## config.mk

```make
export PLATFORM = sky130hd
export DESIGN_NAME = key_flag_debounce
export DESIGN_NICKNAME = d
export VERILOG_FILES = /design/src/rtl/key_flag_debounce_pkg.sv /design/src/rtl/key_flag_debounce_sync_2ff.sv /design/src/rtl/key_flag_debounce.sv
export SDC_FILE = /design/constraint.sdc
export NUM_CORES = 1
export LEC_CHECK = 0
export BUFFER_PORTS_ARGS = -buffer_cell sky130_fd_sc_hd__buf_2
export CAP_MARGIN = 20
export CORE_AREA = 2 2 39 41
export CTS_CLUSTER_SIZE = 8
export DETAILED_ROUTE_END_ITERATION = 12
export DIE_AREA = 0 0 41 43
export SLEW_MARGIN = 20
export SYNTH_ARGS = -nofsm -noshare
export SYNTH_HDL_FRONTEND = slang
export SYNTH_SLANG_ARGS = --single-unit
```

## constraint.sdc

```tcl
create_clock -name clk -period 1.85 [get_ports clk]
set_input_delay 0.37 -clock clk [delete_from_list [all_inputs] [get_ports clk]]
set_output_delay 0.37 -clock clk [all_outputs]
set_load 0.02 [all_outputs]
```

## src/rtl/key_flag_debounce_pkg.sv

```systemverilog
// Shared types and constants for the push-button debouncer.
`timescale 1ns/1ps
package key_flag_pkg;

  typedef enum logic [1:0] {
    IDLE       = 2'd0,
    PRESS_FILT = 2'd1,
    DOWN       = 2'd2,
    REL_FILT   = 2'd3
  } state_t;

  // Raw button level that means "pressed" (the pin is active-low).
  localparam logic KEY_PRESSED = 1'b0;

endpackage

```

## src/rtl/key_flag_debounce_sync_2ff.sv

```systemverilog
// Two-flop synchronizer with asynchronous active-high reset and a
// configurable reset value.
`timescale 1ns/1ps
module sync_2ff #(
  parameter int               WIDTH       = 1,
  parameter logic [WIDTH-1:0] RESET_VALUE = '0
) (
  input  logic             clk,
  input  logic             rst,
  input  logic [WIDTH-1:0] d,
  output logic [WIDTH-1:0] q
);

  logic [WIDTH-1:0] meta_reg;

  always_ff @(posedge clk or posedge rst) begin
    if (rst) begin
      meta_reg <= RESET_VALUE;
      q        <= RESET_VALUE;
    end else begin
      meta_reg <= d;
      q        <= meta_reg;
    end
  end

endmodule

```

## src/rtl/key_flag_debounce.sv

```systemverilog
// Push-button debouncer: a level change is accepted only after the
// synchronized input has held the new level for MASK_TIME cycles.
`timescale 1ns/1ps
module key_flag_debounce
  import key_flag_pkg::*;
#(
  parameter int MASK_TIME = 20
) (
  input  logic clk,
  input  logic rst_n,
  input  logic key_n,
  output logic key_out
);

  if (MASK_TIME < 1 || MASK_TIME > (1 << 20)) begin : g_bad_mask_time
    $error("key_flag_debounce: MASK_TIME must be in 1..2^20");
  end

  localparam int                 CNT_W    = $clog2(MASK_TIME + 1);
  localparam logic [CNT_W-1:0]   CNT_ONE  = CNT_W'(1);
  localparam logic [CNT_W-1:0]   CNT_LAST = CNT_W'(MASK_TIME - 1);
  localparam logic [CNT_W-1:0]   CNT_MAX  = CNT_W'(MASK_TIME);

  logic             key_s;
  state_t           state_reg;
  logic [CNT_W-1:0] cnt_reg;
  logic [CNT_W-1:0] cnt_inc;

  sync_2ff #(
    .WIDTH      (1),
    .RESET_VALUE(1'b1)
  ) u_sync (
    .clk(clk),
    .rst(rst_n),
    .d  (key_n),
    .q  (key_s)
  );

  assign cnt_inc = (cnt_reg == CNT_MAX) ? cnt_reg : cnt_reg + CNT_ONE;

  // ">=" rather than "==" lets MASK_TIME=1 leave a filter state after one
  // cycle even though the count enters at 1.
  always_ff @(posedge clk or posedge rst_n) begin
    if (rst_n) begin
      state_reg <= IDLE;
      cnt_reg   <= '0;
      key_out   <= 1'b0;
    end else begin
      case (state_reg)
        IDLE: begin
          if (key_s == KEY_PRESSED) begin
            state_reg <= PRESS_FILT;
            cnt_reg   <= CNT_ONE;
          end
        end
        PRESS_FILT: begin
          if (key_s != KEY_PRESSED) begin
            state_reg <= IDLE;
            cnt_reg   <= '0;
          end else if (cnt_reg >= CNT_LAST) begin
            state_reg <= DOWN;
            cnt_reg   <= '0;
            key_out   <= 1'b1;
          end else begin
            cnt_reg <= cnt_inc;
          end
        end
        DOWN: begin
          if (key_s != KEY_PRESSED) begin
            state_reg <= REL_FILT;
            cnt_reg   <= CNT_ONE;
          end
        end
        REL_FILT: begin
          if (key_s == KEY_PRESSED) begin
            state_reg <= DOWN;
            cnt_reg   <= '0;
          end else if (cnt_reg >= CNT_LAST) begin
            state_reg <= IDLE;
            cnt_reg   <= '0;
            key_out   <= 1'b0;
          end else begin
            cnt_reg <= cnt_inc;
          end
        end
        default: begin
          state_reg <= IDLE;
          cnt_reg   <= '0;
          key_out   <= 1'b0;
        end
      endcase
    end
  end

endmodule

```

* Word level (Yosys, flattened, before mapping)
Index checks and enable logic that the tools add are counted. W data, S select, Z words.
Word-level totals: bits in registers 10, word-level logic and storage cells 43
Cells by class: add/sub/neg operators 1, muxes and demuxes 19, reduce and logical (&&, ||, !) cells 5, order comparisons 1, equal/unequal tests 12
Operator list (number):
- $mux W5 | 6
- $pmux W5 S4 | 1
- $mux W2 | 6
- $ne A2 B2 Y1 const B | 4
- $pmux W2 S4 | 1
- $add A5 B1 Y5 const B | 1
- $eq A5 B5 Y1 const B | 1
- $ge A5 B5 Y1 const B | 1
- $reduce_and A5 Y1 | 1
- $eq A2 B2 Y1 const B | 2
- $mux W1 | 4
- $ne A2 B1 Y1 const B | 2
- $reduce_and A4 Y1 | 1
- $ne A3 B2 Y1 const B | 1
- $ne A3 B3 Y1 const B | 1
- $eq A2 B1 Y1 const B | 1
- $logic_not A2 Y1 | 1
- $pmux W1 S2 | 1
- $reduce_and A2 Y1 | 1
- $reduce_bool A2 Y1 | 1

* Depth between registers and ports, before layout
Gate-level depths: netlist of run 1.
depth after elaboration 5, mapped depth 5, mapped depth without buffers 5

* Hierarchy
A second synthesis of run 1 with hierarchy kept.
Unflattened totals: cell total of the unflattened synthesis 52, area total of the unflattened synthesis 569.3 sq um
By module, submodules not included:
- key_flag_debounce | seq. area each 200.2 sq um, instances 1, area each 513.0 sq um, cells each 49
- sync_2ff | seq. area each 52.6 sq um, instances 1, area each 56.3 sq um, cells each 3

* Worst setup path after synthesis of run 1
OpenSTA, ideal clock, no wires.
kind reg2reg, start point register cnt_reg[0], end point register cnt_reg[3], slack 423 ps, arrival 1335 ps, period minus slack after synthesis 1427 ps, path buffers 0, data required time 1758 ps, cell stages (with the launch flop) 5, path through dfrtp_1 -> ha_1 -> o31ai_2 -> nand3_2 -> o31ai_2
On the way: cells in the longest elaborated chain, start to end 5, elaborated cells between the ends (all ways) 8, classes of those cells add/sub (1); order compare (1); eq/ne (1); mux (5)
RTL lines:
- start, declared | line key_flag_debounce.sv:26 | logic [CNT_W-1:0] cnt_reg;
- start signal, assigned | line key_flag_debounce.sv:65 | cnt_reg <= cnt_inc;
- start signal, assigned | line key_flag_debounce.sv:83 | cnt_reg <= cnt_inc;
- $add A5 B1 Y5 or $eq A5 B5 Y1 (tied branches) | line key_flag_debounce.sv:39 | assign cnt_inc = (cnt_reg == CNT_MAX) ? cnt_reg : cnt_reg + CNT_ONE;
- $mux W5 | line key_flag_debounce.sv:39
- $mux W5 * | line key_flag_debounce.sv:60, key_flag_debounce.sv:78
- $mux W5 (on tied branches) | line key_flag_debounce.sv:75, key_flag_debounce.sv:57
- $pmux W5 S4 * | line key_flag_debounce.sv:49 | case (state_reg)
Mark *: on every way between the ends. The rest lies on a longest branch, timed or not. A chain may end at the register's enable or synchronous reset.

* Final worst setup path of run 1
Ends and elaborated chain as after synthesis.

==> flow_results.org, run 1 <==
** Outcome
- The flow ran to the end, and the final reports show no timing, DRC or antenna violations.

** Placed design
- Port Buffers :: 3
- Once detailed placement completed, the half-perimeter wirelength came to 732 um.
- Placer congestion estimate :: between 0.7 and 0.8

** Floorplanning
- The initialized floorplan defines 14 standard-cell rows.
- Total Die Area :: 0.00176 mm2
- The floorplan step defined a core boundary enclosing 0.00138 mm2.
- 4 I/O pins were placed.
- Starting Density :: 41.0%
- Height of the chip :: 43 um
- From left edge to right edge, the die measures 41 um.

** Cells and area
- Final Core Density :: 45.0%
- # diodes :: 0
- Area used by sequential logic in the layout :: 253 um2
- Max reg flops :: 5
- The filler cells instantiated in the layout total 139.
- Post-layout net count :: 64
- From synthesis to final layout, the design area changed by 9.69%.
- In the final layout, the share of cells above drive strength 1 is 24.1%.
- In the final layout, the multi-input gates occupy around 280 um2.

** Synth
- Synthesis produced a netlist whose cell count is 54.
- In this run, synthesis inferred 0 flip-flops with an integrated enable.
- Post-synthesis average cell area :: 10.5 um2
- Fraction of the mapped netlist area in adder cells :: 4.41%
- Counting flops and latches in the post-synthesis netlist gives 10.
- Counting instances in the post-synthesis netlist gives the leading cell types as 8 x sky130_fd_sc_hd__dfrtp_1, 5 x sky130_fd_sc_hd__nand2_1, 5 x sky130_fd_sc_hd__nand3_1.
- The largest total area in the synthesized netlist belongs to sky130_fd_sc_hd__dfrtp_1.
- After synthesis, the largest family of logic cells by area is compound AO/OA/AOI/OAI gates.
- Portion of the post-synthesis area used by sequential elements :: 44.5%
- Of the total synthesized cell area, the portion taken by AND, OR, NAND and NOR gates is 15.2%.
- Top cells by area, synth :: sky130_fd_sc_hd__dfrtp_1 35%, sky130_fd_sc_hd__dfstp_2 9.3%, sky130_fd_sc_hd__a2111oi_4 4.8%
- Proportion of synthesized area in mux cells :: 1.76%
- After synthesis, the netlist uses 27 different library cells.
- Xor/xnor share of the synthesized area :: 6.17%
- Among all cell types in the netlist, the one instantiated most often is sky130_fd_sc_hd__dfrtp_1.
- Synthesized-area fraction occupied by ao, oa, aoi and oai cells :: 22.5%
- In the synthesized netlist the dominant register cell turns out to be sky130_fd_sc_hd__dfrtp_1.
- When the netlist entered floorplanning its net count stood at just under 60.
- The share of synthesized area in the top cell type comes to 35.2%.
- Summed instance area of the synthesized netlist :: 568 um2
- Count of yosys warnings during synthesis :: 0
- Ys async rst share :: 100%

** Power
- Power density cells :: 784 mW/mm2
- Highest ir drop seen on vdd :: approximately 450 uV
- Summed over all cells, the static leakage comes to 0.264 nW.

** Setup path
- Critical path startpoint category :: flop
- The most numerous cell type found on the critical path is sky130_fd_sc_hd__o31ai_2.
- Delay of the slowest cell on the worst path :: 0.48 ns
- STA classifies the critical path endpoint as a flop.
- The worst setup path is of the flop to flop kind.
- Data on the critical path arrives at its endpoint at roughly 1.7 ns.
- Counting cells, the worst reg-to-reg path comes to 4.
- Cell at the slowest stage of the critical path :: sky130_fd_sc_hd__dfrtp_1
- Required time of the critical path :: 2.02 ns
- In this run the worst path has a maximum fanout of 8.
- The critical path goes through ha_1 -> o31ai_2 -> nand3_2 -> o31ai_2.

** Routing
- Drt initial violations :: 4
- Post-detailed-route DRC marker count :: 0
- Via Count :: 412
- The routed design has 932 um of wire.
- Number of vias per cell :: between 5 and 6
- In the final routed layout, each cell accounts on average for 12.6 um.
- Final antenna-violating net count :: 0
- The first TritonRoute pass finished after 2 iterations.

** Run
- Count of max-cap constraint violations :: 0

** STA
- Endpoints failing setup :: 0
- Maximum clock rate :: between 0.6 and 0.7 GHz
- Endpoints failing hold :: 0
- The worst pin sits at a relative slew slack of 70.3%.
- Setup repair after global routing left no endpoint under its margin.
- Post-layout minimum cycle time :: roughly 1.6 ns
- Clock skew on the completed layout was measured at 0.000599 ns.
- At the pin with the least slew margin, the transition time is 0.442 ns.
- Total negative slack for setup checks :: 0 ns
- Of the available clock period, the critical path in the final layout requires between 80% and 90%.
- Number of slew-limit violations in the final report :: 0

** Clock tree
- Clock-pin slew of the registers on the worst-case setup and hold paths :: around 0.06 ns
- Clock tree synthesis found a total of 10 sinks.
- Clock Root Buffer :: sky130_fd_sc_hd__clkbuf_4
- Number of H-tree branching levels :: 1
- Clock buffer depth :: 2
- After clock tree synthesis, the flow added hold-fix buffers numbering 0.
- Count of buffers added by post-CTS timing repair for setup :: 0
- Clock tree from TritonCTS :: built
- Total clock buffers created by CTS :: 3
- The later pin in the worst-skew pair is clocked with a latency of 0.26 ns.
- Number of cells upsized or downsized after cts :: 0

** GRT
- The total overflow left after global routing is 0.
- The first global-routing pass estimated 1710 um of wire.
- Total global-route track usage :: 14.8%
- Initial antenna violation count :: 0
- The number of global-route vias before repair is 404.
- Pin count of the biggest net entering global routing :: 11

** Hold path
- The worst hold path belongs to the class input pin to asynchronous set/reset pin.
[through the flow]
step	instances	hold WS [ns]	power [mW]	area [um2]	setup slack [ns]
finish	74	0.0692	0.488	623	0.296
global route	74	0.102	0.525	623	0.182
CTS	74	0.0728	0.500	623	0.270
detailed placement	70	0.349	0.303	587	0.298
global placement	70	0.347	0.301	587	0.297
floorplan	54	0.209	0.291	568	0.423
[worst paths after layout]
path                                      startpoint                   endpoint  slack, ns
setup / recovery              cnt_reg[0]$_DFFE_PP0P_     cnt_reg[3]$_DFFE_PP0P_       0.30
max in group asynchronous                      rst_n         u_sync.q$_DFF_PP1_       1.47
setup reg to reg              cnt_reg[0]$_DFFE_PP0P_     cnt_reg[3]$_DFFE_PP0P_       0.30
min in group clk                               key_n  u_sync.meta_reg$_DFF_PP1_       0.20
hold reg to reg            u_sync.meta_reg$_DFF_PP1_         u_sync.q$_DFF_PP1_       0.36
hold / removal                                 rst_n   state_reg[0]$_DFFE_PP0P_       0.07
[where the power goes]
part	switching (mW)	internal, mW
Clock	0.0721	0.119
Sequential	0.0186	0.229
Combinational	0.0262	0.0227
Total	0.117	0.372
[cell families (layout without fill, tap and decap cells)]
kind of cell,Yosys count,after routing
simple gates,16,16
compound gates,14,14
flops,10,10
buf+inv,7,11
xor+xnor,4,4
fa+ha+maj,2,2
mux,1,1
[layer usage]
| layer | global-route usage (%) | up-vias | routed length, um |
|---|---|---|---|
| met1 | 19.5 | 201 | 438 |
| met4 | 8.00 | 0 | 0 |
| met5 | 0 | - | 0 |
| met2 | 20.6 | 4 | 476 |
| li1 | - | 207 | - |
| met3 | 4.71 | 0 | 18 |
[critical path: cells and delay by family, from the launching register on]
| kind | cells | cell delay [ns] |
|---|---|---|
| AOI/OAI and AO/OA | 2 | 0.51 |
| adders and majority gates | 1 | 0.34 |
| DFF | 1 | 0.48 |
| and+or+nand+nor | 1 | 0.15 |
[final cells by class]
type	instances	area share [%]
Inverter	4	2.41
Sequential cell	10	40.6
Clock buffer	4	5.82
Multi-Input combinational cell	37	45.6
Tap cell	16	3.21
Timing Repair Buffer	3	2.41
[cells in the final DEF (no fill, tap or decap), types with 2 or more instances in the layout]
master                     count
sky130_fd_sc_hd__o21ai_0       2
sky130_fd_sc_hd__nor2_1        2
sky130_fd_sc_hd__o31ai_2       2
sky130_fd_sc_hd__inv_1         4
sky130_fd_sc_hd__a21oi_1       2
sky130_fd_sc_hd__dfstp_2       2
sky130_fd_sc_hd__o32ai_1       2
sky130_fd_sc_hd__clkbuf_4      3
sky130_fd_sc_hd__nand3_1       5
sky130_fd_sc_hd__xnor2_1       3
sky130_fd_sc_hd__buf_2         3
sky130_fd_sc_hd__ha_1          2
sky130_fd_sc_hd__nand2_1       5
sky130_fd_sc_hd__dfrtp_1       8
No activity file was read; power rests on OpenSTA's default activity.
==> inputs of run 2 (changes only) <==
==> constraint.sdc (replaced) <==
create_clock -name clk -period 1.3 [get_ports clk]
set_input_delay 0.26 -clock clk [delete_from_list [all_inputs] [get_ports clk]]
set_output_delay 0.26 -clock clk [all_outputs]
set_load 0.02 [all_outputs]
==> run 2 against run 1 <==
Against the previous run:
- the run now ends with negative setup slack left
- via count increased by 15%
- core utilization increased by 13 points
- fmax is 15% higher
- design area is 29% higher
- highest routed layer is now met4
==> flow_results.org, run 2 (synthesis results as in run 1) <==
** Cells and area
- Most common cell after layout, fill and taps aside :: sky130_fd_sc_hd__buf_4
- # diodes :: 0
- Once layout is complete, the cells apart from fillers number between 80 and 90.
- In the layout the commonest cells are 13 x sky130_fd_sc_hd__buf_4, 6 x sky130_fd_sc_hd__dfrtp_1, 5 x sky130_fd_sc_hd__nand2_1.
- From synthesis to final layout, the design area changed by 41.9%.
- The register with the most flip-flops in the layout has 5 of them.
- Measured on the finished design, the core utilization comes to 58.2%.
- Share of post-route cells with drive strength above 1 :: 55.6%
- Post-layout net count :: 78

** Setup path
- WP buf/inv :: 1
- The most critical setup path has its endpoint at key_out$_DFFE_PP0P_.
- Setup slack on the worst reg-to-reg path comes out at -0.05 ns.
- CP Data Arrival Time :: approximately 1.5 ns
- For the worst flop-to-flop path, the logic depth is 5.
- The signal on the critical path passes through ha_4 -> a2111oi_4 -> buf_4 -> nor3_2 -> a2bb2oi_1.
- Worst flop-to-flop path endpoint :: key_out$_DFFE_PP0P_
- Critical register-to-register path startpoint :: cnt_reg[0]$_DFFE_PP0P_
- Kind of cell adding the most delay to the critical path :: flip-flops
- Cell at the slowest stage of the critical path :: sky130_fd_sc_hd__dfrtp_2
- Counting buffers and inverters, the worst setup path is 5 cells deep.
- The critical path starts at cnt_reg[0]$_DFFE_PP0P_.
- Type of the setup path with the least slack :: flop to flop
- In this design, the stage delay of the slowest critical-path cell is 0.47 ns.
- Top fanout value on the critical path :: 6
- STA puts the critical path data required time at 1.46 ns.
- Setup crit end kind :: flop
- STA classifies the critical path startpoint as a flop.

** STA
- Hold timing on the final database bottoms out at a slack of a little over 0.09 ns.
- The number of hold violations in the final report is 0.
- For the pin with the worst max-slew slack, the measured transition is between 0.4 and 0.5 ns.
- Clock skew on the completed layout was measured at 0.00490 ns.
- Setup repair after global routing could not meet its margin everywhere.
- The number of max-slew violations in the final report is 0.
- Endpoints failing setup :: 4
- Fin crit share :: 104%
- Post-layout minimum cycle time :: 1.35 ns
- For this run, the top clock speed supported by timing is 0.741 GHz.
- Measured against its own limit, the worst slew margin works out to between 70 and 80%.
- Setup ws final :: -0.0499 ns

** Placed design
- Placed cell count :: 81
- Port Buffers :: 3
- Routability-driven placement finished with a final weighted congestion of roughly 0.81.
- Summed over all nets, the half-perimeter wirelength after detailed placement is 888 um.

** GRT
- Via count of the first global-routing pass :: between 400 and 500
- The first global-routing pass estimated 2180 um of wire.
- Pin count of the biggest net entering global routing :: 11
- GRT overflow :: 0
- For this run, the total global-route usage over all layers was measured as a little under a fifth.
- Initial antenna violation count :: 0

** Clock tree
- The clock passes through at most 2 buffers.
- Total clock buffers created by CTS :: 3
- TritonCTS built the clock tree.
- Number of H-tree branching levels :: 1
- The clock drives 10 sinks.
- At the later pin of the worst-skew pair, clock insertion delay measures about 0.27 ns.
- Clock Root Buffer :: sky130_fd_sc_hd__clkbuf_4
- After clock tree synthesis, the clock-pin slew on the worst setup and hold paths is 0.07 ns.

** Routing
- First-pass iteration count of the detailed router :: 4
- Number of vias per cell :: between 5 and 6
- Via Count :: about 470
- Average routed wire per standard cell :: roughly 15 um
- Post-detailed-routing wire length :: 1310 um
- In this run the remaining antenna-violating nets after routing total 0.
- In the routed design, unresolved DRC markers number 0.
- After the first detailed-routing iteration, the DRC count stood at 9.

** Floorplanning
- Starting Density :: 41.0%
- During I/O placement, the number of pins put on the boundary was 4.
- Core ar. :: 0.00138 mm2
- Horizontal extent of the die :: 41 um
- The floorplan step set the die height to 43 um.
- The floorplan has 14 rows.
- Total Die Area :: 0.00176 mm2

** Run
- The tool flagged a number of max-cap violations equal to 0.

** Power
- Power density cells :: 947 mW/mm2
- After layout, the design draws a total of 763 uW.
- Highest ir drop seen on vdd :: 834 uV
- The analysis attributes to cell leakage a power of 0.341 nW.

** Hold path
- Cell depth of the worst hold path :: 1
- Type of the worst min-delay path :: input pin to flop

** Outcome
- The run finished, with violations left.
- Failing checks :: negative setup slack
## run 2: worst min-delay path by stage
stage / from / end / slack [ns]
final: key_n / u_sync.meta_reg$_DFF_PP1_ / 0.09
after global routing: key_n / u_sync.meta_reg$_DFF_PP1_ / 0.08
after CTS: key_n / u_sync.meta_reg$_DFF_PP1_ / 0.08
after detailed placement: rst_n / state_reg[0]$_DFFE_PP0P_ / 0.25
after global placement: rst_n / state_reg[0]$_DFFE_PP0P_ / 0.26
after floorplan: rst_n / asynchronous set/reset pin / 0.1
## run 2: final cells by class
cell class | count | area [um2]
multi-input cells | 37 | 357
flip-flops and latches | 10 | 255
well taps | 16 | 20.0
inverters | 4 | 15.0
fillers | 120 | 578
clock buffers | 4 | 36.3
repair buffers | 17 | 123
## run 2: timing repair
action	4_1_cts	5_1_grt
endpoints found under the hold margin	8	0
pin swaps	3	2
endpoints found under the setup margin	7	8
hold buffers	1	0
resized for setup	5	6
buffers inserted	2	0
## run 2: worst register-to-register path, cell delays in order, from the launching register on
cell and delay, ns:
sky130_fd_sc_hd__dfrtp_2 0.47, sky130_fd_sc_hd__ha_4 0.21, sky130_fd_sc_hd__a2111oi_4 0.22, sky130_fd_sc_hd__buf_4 0.19, sky130_fd_sc_hd__nor3_2 0.04, sky130_fd_sc_hd__a2bb2oi_1 0.12
## run 2: layer usage
layer / global-route usage, % / up-vias / part of all wire, %
met1: 26.5 / 228 / 46
met4: 4.00 / 0 / 0.46
li1: - / 235 / -
met3: 9.42 / 3 / 3.7
met2: 25.6 / 6 / 50
met5: 0 / - / 0
## run 2: power by group
part / switching, mW / total [mW] / leakage, nW / internal [mW]
logic: 0.0588 / 0.128 / 0.195 / 0.0696
clock network: 0.107 / 0.277 / 0.0210 / 0.170
registers: 0.0300 / 0.358 / 0.125 / 0.328
total: 0.196 / 0.763 / 0.341 / 0.568
## run 2: stage by stage
stage / setup TNS (ns) / setup WS (ns) / cell area [um2]
after global routing: -0.530 / -0.113 / 806
after floorplan: -0.000896 / -0.000896 / 592
after detailed placement: -0.230 / -0.0782 / 693
final: -0.118 / -0.0499 / 806
after CTS: -0.0860 / -0.0406 / 771
after global placement: -0.114 / -0.0719 / 693
==> inputs of run 3 (changes only) <==
--- a/config.mk
+++ b/config.mk
@@ -7,10 +7,13 @@
 export LEC_CHECK = 0
 export BUFFER_PORTS_ARGS = -buffer_cell sky130_fd_sc_hd__buf_2
 export CAP_MARGIN = 20
-export CORE_AREA = 2 2 39 41
+export CELL_PAD_IN_SITES_DETAIL_PLACEMENT = 1
+export CELL_PAD_IN_SITES_GLOBAL_PLACEMENT = 1
+export CORE_UTILIZATION = 39
 export CTS_CLUSTER_SIZE = 8
 export DETAILED_ROUTE_END_ITERATION = 12
-export DIE_AREA = 0 0 41 43
+export PLACE_DENSITY_LB_ADDON = 0.1
+export SETUP_SLACK_MARGIN = 0.2
 export SLEW_MARGIN = 20
 export SYNTH_ARGS = -nofsm -noshare
 export SYNTH_HDL_FRONTEND = slang
==> run 3 against run 2 <==
Against the previous run:
- the flow still finishes with violations (negative setup slack)
- sequential share of layout area up 1.8 points
- core utilization fell by 1.1 points
- clock skew barely moved
- worst setup slack worse by 0.016 ns
- design area decreased by 5.4%
- wire length grew 21%
- global-route usage rose by 4.8 points
- sequential power hardly changed
- cell count shrank 6.8%
- count of clock-buffer cells in the layout did not move
==> flow_results.org, run 3 (synthesis results as in run 1) <==
** GRT
- The first global-routing pass estimated between 2000 and 2500 um of wire.
- The total overflow left after global routing is 0.
- Entering global routing, the biggest net connects 11 pins.
- In the global route stage, overall resource usage came out at 23.6%.
- The number of antenna violations at the first check in global routing is 0.
- Via count of the first global-routing pass :: around 470

** STA
- Endpoints failing hold :: 0
- Final worst clock skew :: ~0.0045 ns
- Hold is met by 0.0734 ns.
- Setup ws final :: -0.0660 ns
- Post-layout minimum cycle time :: roughly 1.4 ns
- Maximum clock rate :: 0.732 GHz
- Headroom to the max-slew limit came out at between 70% and 80%.
- Setup repair after global routing could not meet its margin everywhere.
- After routing, the total negative slack on setup checks comes to -0.145 ns.
- For the pin with the worst max-slew slack, the measured transition is 0.441 ns.
- The number of max-slew violations in the final report came to 0.
- Setup violations remaining at the end of the flow were counted as 3.
- The final critical path takes up 105% of the cycle.

** Floorplanning
- Height of the chip :: approximately 40 um
- After floorplanning, the core was sized to cover around 0.0013 mm2.
- Measured along the x axis, the die boundary spans 40.2 um.
- Boundary Pins :: 4
- Number of placement rows :: 13
- The floorplan step defined a die boundary enclosing around 0.0016 mm2.
- Starting Density :: 42.6%

** Setup path
- Cell at the slowest stage of the critical path :: sky130_fd_sc_hd__dfrtp_2
- The startpoint identified for the worst register-to-register timing path is cnt_reg[0]$_DFFE_PP0P_.
- Critical path startpoint category :: flop
- Kind of cell adding the most delay to the critical path :: flip-flops
- Top fanout value on the critical path :: 5
- Delay of the slowest cell on the worst path :: approximately 0.47 ns
- The critical path goes through ha_4 -> o31ai_4 -> nand3_2 -> o31ai_2.
- For the worst flop-to-flop path, the logic depth is 4.
- The setup path with the least slack is of type flop to flop.
- For the worst setup path, the data required time is 1.50 ns.
- For the worst setup path, the data arrival time is 1.56 ns.
- For flop-to-flop paths, the worst setup slack is -0.07 ns.
- Setup crit end kind :: flop
- The worst register-to-register path ends at cnt_reg[3]$_DFFE_PP0P_.
- The critical path contains buffers and inverters numbering 0 combined.

** Placed design
- During placement, the flow inserted port buffers numbering 3.
- The HPWL after detailed placement is 1040 um.
- Placer congestion estimate :: 0.755
- After detailed placement, the design holds a cell count of 74.
- Summing all placed instances gives a cell area of about 660 um2.
- Timing analysis after detailed placement gives a worst setup slack of -0.0867 ns.

** Cells and area
- For this run, the number of standard cells in the final layout without fillers is 82.
- Top library cells by usage in the layout, fill and taps aside :: 8 x sky130_fd_sc_hd__buf_4, 6 x sky130_fd_sc_hd__dfrtp_1, 5 x sky130_fd_sc_hd__nand2_1, 5 x sky130_fd_sc_hd__nand3_1, 4 x sky130_fd_sc_hd__inv_1
- Once layout is complete, the utilization of the core stands at 57.1%.
- Cells with a size suffix above 1 make up around 45% of the layout.
- The area growth from synthesis to layout is 34.1%.
- The layout has 138 filler cells.
- The net count of the finished layout is 73.
- The register with the most flip-flops in the layout has 5 of them.
- Most common cell after layout, fill and taps aside :: sky130_fd_sc_hd__buf_4
- Post-route cell area :: 762 um2
- # diodes :: 0

** Clock tree
- Clock tree synthesis selected as its root buffer the cell sky130_fd_sc_hd__clkbuf_4.
- Latest clock arrival within the worst-skew pair :: around 0.28 ns
- TritonCTS built the clock tree.
- Buffers inserted during clock tree synthesis total 3.
- The clock passes through at most 2 buffers.
- Clock-pin slew was measured on the worst setup and hold paths at roughly 0.080 ns.
- Clock tree synthesis found a total of 10 sinks.
- CTS built an H-tree with a depth of 1.

** Routing
- Final antenna-violating net count :: 0
- First-pass iteration count of the detailed router :: 4
- Using the TritonRoute via totals, the vias-per-cell ratio works out to 5.71.
- Via Count :: 468
- Drt initial violations :: 8
- After detailed routing, the number of remaining DRC violations is 0.
- Wires add up to around 1600 um.
- In the final routed layout, each cell accounts on average for 19.4 um.

** Hold path
- Cell depth of the worst hold path :: 1
- The startpoint identified for the worst hold timing path is key_n.
- Type of the worst min-delay path :: input pin to flop
- For hold timing, the worst endpoint is u_sync.meta_reg$_DFF_PP1_.

** Power
- Across the VDD grid, the largest voltage drop is about 630 uV.
- Power density cells :: 1020 mW/mm2
- The analysis attributes to cell leakage a power of 0.317 nW.
- Total power of the final layout :: 778 uW

** Outcome
- Failing checks :: negative setup slack
- Result of the run :: finished with violations

** Run
- The tool flagged a number of max-cap violations equal to 0.
run 3: changes by cell type in the layout (fill, tap and decap cells not counted), sizes merged:
cell / delta
buf: -5
run 3: metal layers:
metal	vias to the layer above	global-route usage, %	share of wire, %
li1	222	-	-
met1	237	30.1	44
met2	7	39.1	52
met3	2	5.00	1.8
met4	0	7.76	1.6
met5	-	0	0
run 3: worst max path at each step:
| stage | startpoint | end | slack [ns] | depth (start not counted) |
|---|---|---|---|---|
| finish | cnt_reg[0]$_DFFE_PP0P_ | cnt_reg[3]$_DFFE_PP0P_ | -0.07 | 4 |
| detailed placement | cnt_reg[0]$_DFFE_PP0P_ | flop | -0.09 | 4 |
| global placement | cnt_reg[0]$_DFFE_PP0P_ | flop | -0.03 | 4 |
| floorplan | cnt_reg[0]$_DFFE_PP0P_ | flop | -0.0007 | 4 |
| global route | cnt_reg[0]$_DFFE_PP0P_ | cnt_reg[3]$_DFFE_PP0P_ | -0.14 | 4 |
| CTS | cnt_reg[0]$_DFFE_PP0P_ | flop | -0.07 | 4 |
run 3: timing repair:
action | in CTS | in global routing
endpoints found under the setup margin | 8 | 9
resized for setup | 3 | 3
setup buffers | 2 | 1
hold buffers | 1 | 0
pin swaps | 2 | 1
hold endpoints to repair | 8 | 0
run 3: cell type report:
cell class | instances | area, um2 | share of cell area, %
sequential | 10 | 255 | 33.5
clock buffer | 4 | 36.3 | 4.76
timing repair buffer | 12 | 91.3 | 12.0
tap | 15 | 18.8 | 2.46
multi-input combinational | 37 | 345 | 45.3
inverter | 4 | 15.0 | 1.97
run 3: where the power goes:
group	internal [mW]	leakage, nW	switching [mW]
Combinational	0.0605	0.171	0.0588
Clock	0.171	0.0210	0.132
Sequential	0.328	0.125	0.0282
Total	0.559	0.317	0.219
